### src/rtl/fifo_wptr_full.sv
// fifo_wptr_full: write-side pointer, full and overflow logic of an async FIFO; FIFO_WPTR_LEVEL_EN adds w_level/w_almost_full
module fifo_wptr_full #(
    parameter int PTR_WIDTH    = 4,
    parameter int AFULL_THRESH = 12
) (
    input  logic                 w_clk,
    input  logic                 w_rst,
    input  logic                 w_inc,
    input  logic [PTR_WIDTH:0]   r_ptr_gray,
    output logic                 w_en,
    output logic [PTR_WIDTH-1:0] w_addr,
    output logic [PTR_WIDTH:0]   w_ptr_gray,
    output logic                 w_full,
`ifdef FIFO_WPTR_LEVEL_EN
    output logic                 w_almost_full,
    output logic [PTR_WIDTH:0]   w_level,
`endif
    output logic                 w_overflow
);
    localparam logic [PTR_WIDTH:0] TOP2 = (PTR_WIDTH + 1)'(3) << (PTR_WIDTH - 1);

    logic [PTR_WIDTH:0] rq_q [2];
    logic [PTR_WIDTH:0] w_bin_q, w_bin_d;
    logic [PTR_WIDTH:0] w_ptr_gray_q, w_ptr_gray_d;
    logic               w_full_q, w_full_d;
    logic               w_overflow_q, w_overflow_d;

    // two-stage synchroniser: rq_q[0] is rq1, rq_q[1] is rq2; rq_q[0] is the value rq2 takes this edge
    always_ff @(posedge w_clk or posedge w_rst) begin
        if (w_rst) begin
            rq_q[0] <= '0;
            rq_q[1] <= '0;
        end else begin
            rq_q[0] <= r_ptr_gray;
            rq_q[1] <= rq_q[0];
        end
    end

    // accept a push, advance the pointer and test full against the incoming rq2 value
    always_comb begin
        w_en         = w_inc & ~w_full_q;
        w_bin_d      = w_bin_q + (PTR_WIDTH + 1)'(w_en);
        w_ptr_gray_d = w_bin_d ^ (w_bin_d >> 1);
        w_full_d     = w_ptr_gray_d == (rq_q[0] ^ TOP2);
        w_overflow_d = w_overflow_q | (w_inc & w_full_q);
    end

    // pointer, full and sticky overflow state
    always_ff @(posedge w_clk or posedge w_rst) begin
        if (w_rst) begin
            w_bin_q      <= '0;
            w_ptr_gray_q <= '0;
            w_full_q     <= 1'b0;
            w_overflow_q <= 1'b0;
        end else begin
            w_bin_q      <= w_bin_d;
            w_ptr_gray_q <= w_ptr_gray_d;
            w_full_q     <= w_full_d;
            w_overflow_q <= w_overflow_d;
        end
    end

    assign w_addr     = w_bin_q[PTR_WIDTH-1:0];
    assign w_ptr_gray = w_ptr_gray_q;
    assign w_full     = w_full_q;
    assign w_overflow = w_overflow_q;

`ifdef FIFO_WPTR_LEVEL_EN
    logic [PTR_WIDTH:0] w_level_q, w_level_d;
    logic               w_afull_q, w_afull_d;

    function automatic logic [PTR_WIDTH:0] gray2bin(input logic [PTR_WIDTH:0] g);
        logic [PTR_WIDTH:0] b;
        b[PTR_WIDTH] = g[PTR_WIDTH];
        for (int i = PTR_WIDTH - 1; i >= 0; i--) b[i] = b[i+1] ^ g[i];
        return b;
    endfunction

    // occupancy as seen against the incoming rq2 value, and its threshold flag
    always_comb begin
        w_level_d = w_bin_d - gray2bin(rq_q[0]);
        w_afull_d = w_level_d >= (PTR_WIDTH + 1)'(AFULL_THRESH);
    end

    // level and almost-full registers
    always_ff @(posedge w_clk or posedge w_rst) begin
        if (w_rst) begin
            w_level_q <= '0;
            w_afull_q <= 1'b0;
        end else begin
            w_level_q <= w_level_d;
            w_afull_q <= w_afull_d;
        end
    end

    assign w_level       = w_level_q;
    assign w_almost_full = w_afull_q;
`endif
endmodule

### config.mk
export PLATFORM = sky130hd
export DESIGN_NAME = fifo_wptr_full
export DESIGN_NICKNAME = d
export VERILOG_FILES = /design/src/rtl/fifo_wptr_full.sv
export SDC_FILE = /design/constraint.sdc
export NUM_CORES = 1
export LEC_CHECK = 0
export CAP_MARGIN = 30
export CORE_MARGIN = 4
export CORE_UTILIZATION = 43
export CTS_BUF_LIST = sky130_fd_sc_hd__clkbuf_16
export CTS_CLUSTER_SIZE = 12
export DETAILED_ROUTE_END_ITERATION = 12
export PLACE_DENSITY = 0.84
export SYNTH_ARGS = -nofsm -noshare
export SYNTH_HDL_FRONTEND = slang
export SYNTH_SLANG_ARGS = --single-unit
### constraint.sdc
create_clock -name w_clk -period 2.35 [get_ports w_clk]
set_clock_uncertainty 0.2 [all_clocks]
set_input_delay 0.47 -clock w_clk [delete_from_list [all_inputs] [get_ports w_clk]]
set_output_delay 0.47 -clock w_clk [all_outputs]
set_load 0.1 [all_outputs]
==> metrics.yaml <==
min_path:
  min_path_type: "reg2reg"
  hold_depth: 1
yosys:
  yosysWarnings: 0
  syn_area_per_cell_um2: 14.3
  synth_top_area_cell: "dfrtp_1"
  ys_top_cells_by_area: "dfrtp_1, xnor2_1, xor2_1, ha_1, xnor2_2"
  synth_top_area_share: 0.623
  synth_seq_cells: 16
  seq_area_frac_synth: 0.623
  ys_types: 18
  synthesis.nets: 55
  synth_area_um2: 643
  syn_inst: 45
floorplan:
  die_area_mm2: 0.00218
  io_pins: 20
  die_h_um: 46.7
  die_x_um: 46.7
  initial_utilization: 0.476
  core_mm2: 0.00135
  fp-row-count: 13
placed_design:
  place_hpwl_um: 971
  io_buffers: 19
  gp_congestion: 0.759
  detailedPlace.worstSlack_ps: -283
final_layout:
  ff_latch_area_um2: 404
  layout_common_cells: "buf_4, dfrtp_1, clkdlybuf4s50_1"
  nets: 85
  syn_to_final_growth_pct: 63.4
  multi_input_area_um2: 315
  final_common_cell: "buf_4"
  drive_above_1_share: 0.446
  fillers: 92
  diodes: 0
global_routing:
  grt-ovfl-total: 0
  grt_usage: 0.148
  grt_max_degree: 17
  antenna_found_initial: 0
  grt_pass1_vias: 433
  grt_pass1_wl_mm: 2.08
clocking:
  cts_root_buffer: "clkbuf_16"
  cts-htree-levels: 1
  numCtsBuffers: 3
  cts-hold-fix-buffers: 0
  cts_buffer_depth: 2
  cts_sinks: 16
  clk_latency_ps: 240
  clk_pin_slew_ps: 50
  tritoncts: "done"
routing:
  route.detailed.drc: 0
  routed_wl_mm: 1.27
  dr.pass1.iters: 2
  wire_per_inst_um: 14.2
  drtIter0Drc: 2
  antenna_left: 0
  vias_per_cell: 4.91
  vias: 437
sta:
  finalWorstSetupSlack_ps: 91.7
  worst_pin_slew_ps: 562
  fin_crit_sh: 0.961
  slew_headroom: 0.625
  fmax_mhz: 443
  maxSlewViolCount: 0
  final_hold_viol_count: 0
  setup_viol: 0
  fin_crit_ps: 2260
setup_path:
  worstSetupEndpointType: "flop"
  r2r_slack_ps: 330
  reg2reg_depth: 7
  worst_ep_arrival_time_ps: 2200
  worstPathRequired_ps: 2290
  worstPathMaxFanout: 5
  critPathKind: "in2reg"
  start_kind: "input port"
run_status:
  status: "complete, no violations"
run:
  drv_cap: 0
[logic make-up (layout without fill, tap and decap cells)]
group / count (synthesis) / after routing / synth area share
and+or+nand+nor: 7 / 7 / 0.0642
xor gates and xnor gates: 14 / 14 / 0.202
AOI/OAI and AO/OA: 4 / 4 / 0.0506
buffers and inverters: 1 / 30 / 0.00583
DFF: 16 / 16 / 0.623
adders and majority gates: 2 / 2 / 0.0389
muxes: 1 / 1 / 0.0156
[stage by stage]
stage	cells	hold slack [ps]	setup TNS [ps]	cell area [um2]	utilization
global route	89	283	-16.6	1050	0.778
detailed placement	83	253	-314	926	0.686
floorplan	45	184	-240	692	-
global placement	83	242	-150	926	0.686
finish	89	258	0	1050	0.778
CTS	88	264	0	1020	0.754
[metal layers]
layer,up-vias,GRT usage,wire length [um]
li1,207,-,-
met2,18,0.236,621
met4,0,0.122,43
met5,-,0,0
met1,207,0.166,519
met3,5,0.0352,83
[flip-flops by register name, indices dropped and copies added, names as in the netlist]
signal      count
w_bin_q         5
w_ptr_gray      4
w_full          1
rq_q            5
w_overflow      1
[area by class of cell]
class,count,area share
Clock inverter,1,0.00357
Timing Repair Buffer,25,0.219
Sequential cell,16,0.385
Clock buffer,3,0.0714
Tap cell,15,0.0179
Inverter,1,0.00357
Multi-Input combinational cell,28,0.300
[cell usage after synthesis]
cell type  instances
a21o_1             1
o22ai_1            1
nor4_1             1
xor2_1             6
xnor2_2            1
mux2i_1            1
a21boi_0           1
and3_2             1
ha_1               2
nand4_1            1
nand3_1            1
nor2_1             1
and2_1             1
xnor2_1            7
inv_1              1
nor2b_1            1
dfrtp_1           16
a21boi_2           1
[what timing repair did]
action / in CTS / in global routing
buffers inserted: 1 / 1
pin swaps: 1 / 3
setup endpoints to repair: 1 / 1
resized for setup: 1 / 3
[critical path, stage by stage]
cell and delay (ps):
clkdlybuf4s50_1 480, nor2b_4 170, ha_4 160, ha_4 200
xor2_4 200, xnor2_2 140, mux2i_1 110, nor4_2 270
[final timing paths]
path,from,endpoint
min in group asynchronous,w_rst,rq_q[7]
worst min register to register,w_overflow,w_overflow
worst max-delay path,w_inc,w_full
worst min-delay path,w_overflow,w_overflow
max in group asynchronous,w_rst,w_full
worst max register to register,w_full,w_full
Power is left out: the tool's default activity adds up to more than one toggle a clock period on the data nets, which glitch-free logic cannot reach.
==> variant: new RTL, same settings <==
`PTR_WIDTH`: 4 -> 5.
--- a/src/rtl/fifo_wptr_full.sv
+++ b/src/rtl/fifo_wptr_full.sv
@@ -1,6 +1,6 @@
 // fifo_wptr_full: write-side pointer, full and overflow logic of an async FIFO; FIFO_WPTR_LEVEL_EN adds w_level/w_almost_full
 module fifo_wptr_full #(
-    parameter int PTR_WIDTH    = 4,
+    parameter int PTR_WIDTH    = 5,
     parameter int AFULL_THRESH = 12
 ) (
     input  logic                 w_clk,
Interface: changed (resized r_ptr_gray, w_addr and w_ptr_gray); port bits go from 20 to 23. The function was not compared with the original's and may differ.
==> variant against the original RTL <==
Sequential cell count rose by 3. Synthesized area rose by 29%. Worst setup slack got worse by 0.025 ns. Worst hold slack improved by 0.013 ns. Design area rose by 20%. Wire length rose by 32%. Fmax fell by 1.1%. Largest cell class unchanged. Highest routed layer unchanged.
Power is left out: the tool's default activity adds up to more than one toggle a clock period on the data nets, which glitch-free logic cannot reach.
==> variant: results (changes against the original RTL) <==
| Metric | Value |
|---|---|
| Status | `complete, no violations` |
| Top delay family on crit path | `simple AND/OR/NAND/NOR gates` |
| Largest stage delay, worst path | `0.37 ns (-0.11 ns)` |
| Bufs on Longest Clock Path | `2 (unchanged)` |
| Crit path max fanout | `3 (-2)` |
| DR iter-0 viols | `1 (-1)` |
| Proportion of layout cells with a drive suffix above 1 | `36.5% (-8.1 points)` |
| Number of I/O port buffers | `22 (+3)` |
| WL met1 | `648 um (+25%)` |
| Largest net degree at the start of global routing | `20 (+3)` |
| Pre-CTS setup slack | `-0.333 ns (-0.0506 ns)` |
| YS warnings | `0 (unchanged)` |
| Synth Area per Inst | `13.3 sq um (-6.7%)` |
| CTS Buf Count | `3 (unchanged)` |
| Met3 wire len | `67 um (-19%)` |
| Global Route Usage Sum | `14.8% (-0.030 points)` |
| Vias | `561 (+28%)` |
| Slowest cell on the critical path | `or3_1` |
| Clock Tree Root | `clkbuf_16` |
| Syn nets | `73 (+33%)` |
| WL final | `1.68 mm (+32%)` |
| Top layer in use | `met4` |
| Worst Hold Class | `reg -> reg` |
| Antenna violations before repair | `0 (unchanged)` |
| Diodes inserted | `0 (unchanged)` |
| Finished Layout Cells | `121 (+36%)` |
| DRT Pass-1 Iters | `3 (+1)` |
| GRT met1 Usage | `15.7% (-0.90 points)` |
| H-tree depth | `1 (unchanged)` |
| Met2 usage | `26.8% (+3.2 points)` |
| Number of global-route vias before repair | `621 (+43%)` |
| Top cells by count, synth | `19 x dfrtp_1, 9 x xor2_1, 7 x xnor2_1` |
| Worst-path clk slew | `0.05 ns (about the same)` |
| Fin nets | `108 (+27%)` |
| # Post-CTS Setup Buffers | `1 (unchanged)` |
| Ys flop type | `dfrtp_1` |
| Register area share after synthesis | `57.5% (-4.8 points)` |
| DP HPWL | `1.26 mm (+30%)` |
| Clk Latency, worst-skew pair | `0.25 ns` |
| PostCTS Resize Cnt | `2 (+1)` |
| Post-synth ARST share | `100% (unchanged)` |
| GR Util met3 | `3.72% (+0.21 points)` |
| Max-Cap Viols | `0 (unchanged)` |
| GPL Wtd Cong | `0.766 (+0.95%)` |
| Leading post-synthesis cells by cell area | `dfrtp_1 57%, xor2_1 9.5%, xnor2_1 7.4%, xor2_4 3.3%, ha_1 3.0%` |
| WP data arrival | `2.26 ns (+0.06 ns)` |
| WL met2 | `915 um (+47%)` |
| Worst slew margin | `53.9% (-8.5 points)` |
| First-pass GRT wire length | `2.86 mm (+38%)` |
| Yosys cell types | `23 (+5)` |
[variant: cell count changes in the layout (fill, tap and decap cells not counted), moves of 2 or more]
cell / unedited run / this run
xor2_1: 5 / 9
inv_1: 1 / 3
nand2_1: 0 / 4
dfrtp_1: 15 / 18
nand3_1: 0 / 2
buf_4: 16 / 21
[variant: final timing paths]
kind	from	endpoint	slack [ns]	cells past startpoint
hold reg to reg	w_overflow	w_overflow	0.27	1
setup reg to reg	w_full	w_full	0.12	8
max in group asynchronous	w_rst	w_full	1.02	2
min in group asynchronous	w_rst	rq_q[11]	0.43	2
hold / removal	w_overflow	w_overflow	0.27	1
setup / recovery	w_inc	w_full	0.07	9
[variant: final cells by class]
cell class	instances	area (sq um)
flip-flops and latches	19	479
multi-input cells	38	368
well taps	25	31.3
clock inverters	1	5.00
fillers	119	517
clock buffers	3	75.1
repair buffers	32	297
inverters	3	11.3
[variant: worst register-to-register path, cell delays in order, from the launching register on]
cell      delay, ns
dfrtp_4        0.50
nor2b_4        0.14
ha_4           0.16
ha_4           0.17
nand2b_1       0.14
o22ai_1        0.08
a31oi_1        0.23
xnor3_1        0.27
and4_1         0.22
[variant: cell families (layout without fill, tap and decap cells)]
logic type               after synthesis  count (layout)  share of synthesized area [%]
AO/OA/AOI/OAI                          5               5                           4.09
AND/OR/NAND/NOR                       12              12                           7.87
buffers and inverters                  5              39                           3.33
multiplexers                           1               1                           1.21
flip-flops                            19              19                           57.5
XOR/XNOR                              18              18                           23.0
adder cells (fa/ha/maj)                2               2                           3.03
[variant: metrics by stage]
step | hold slack, ns | util, % | instance area, sq um
after floorplan | 0.221 | - | 871
after global placement | 0.248 | 66.0 | 1180
after detailed placement | 0.254 | 66.0 | 1180
after CTS | 0.270 | 71.0 | 1270
after global routing | 0.299 | 71.0 | 1270
final | 0.270 | 71.0 | 1270
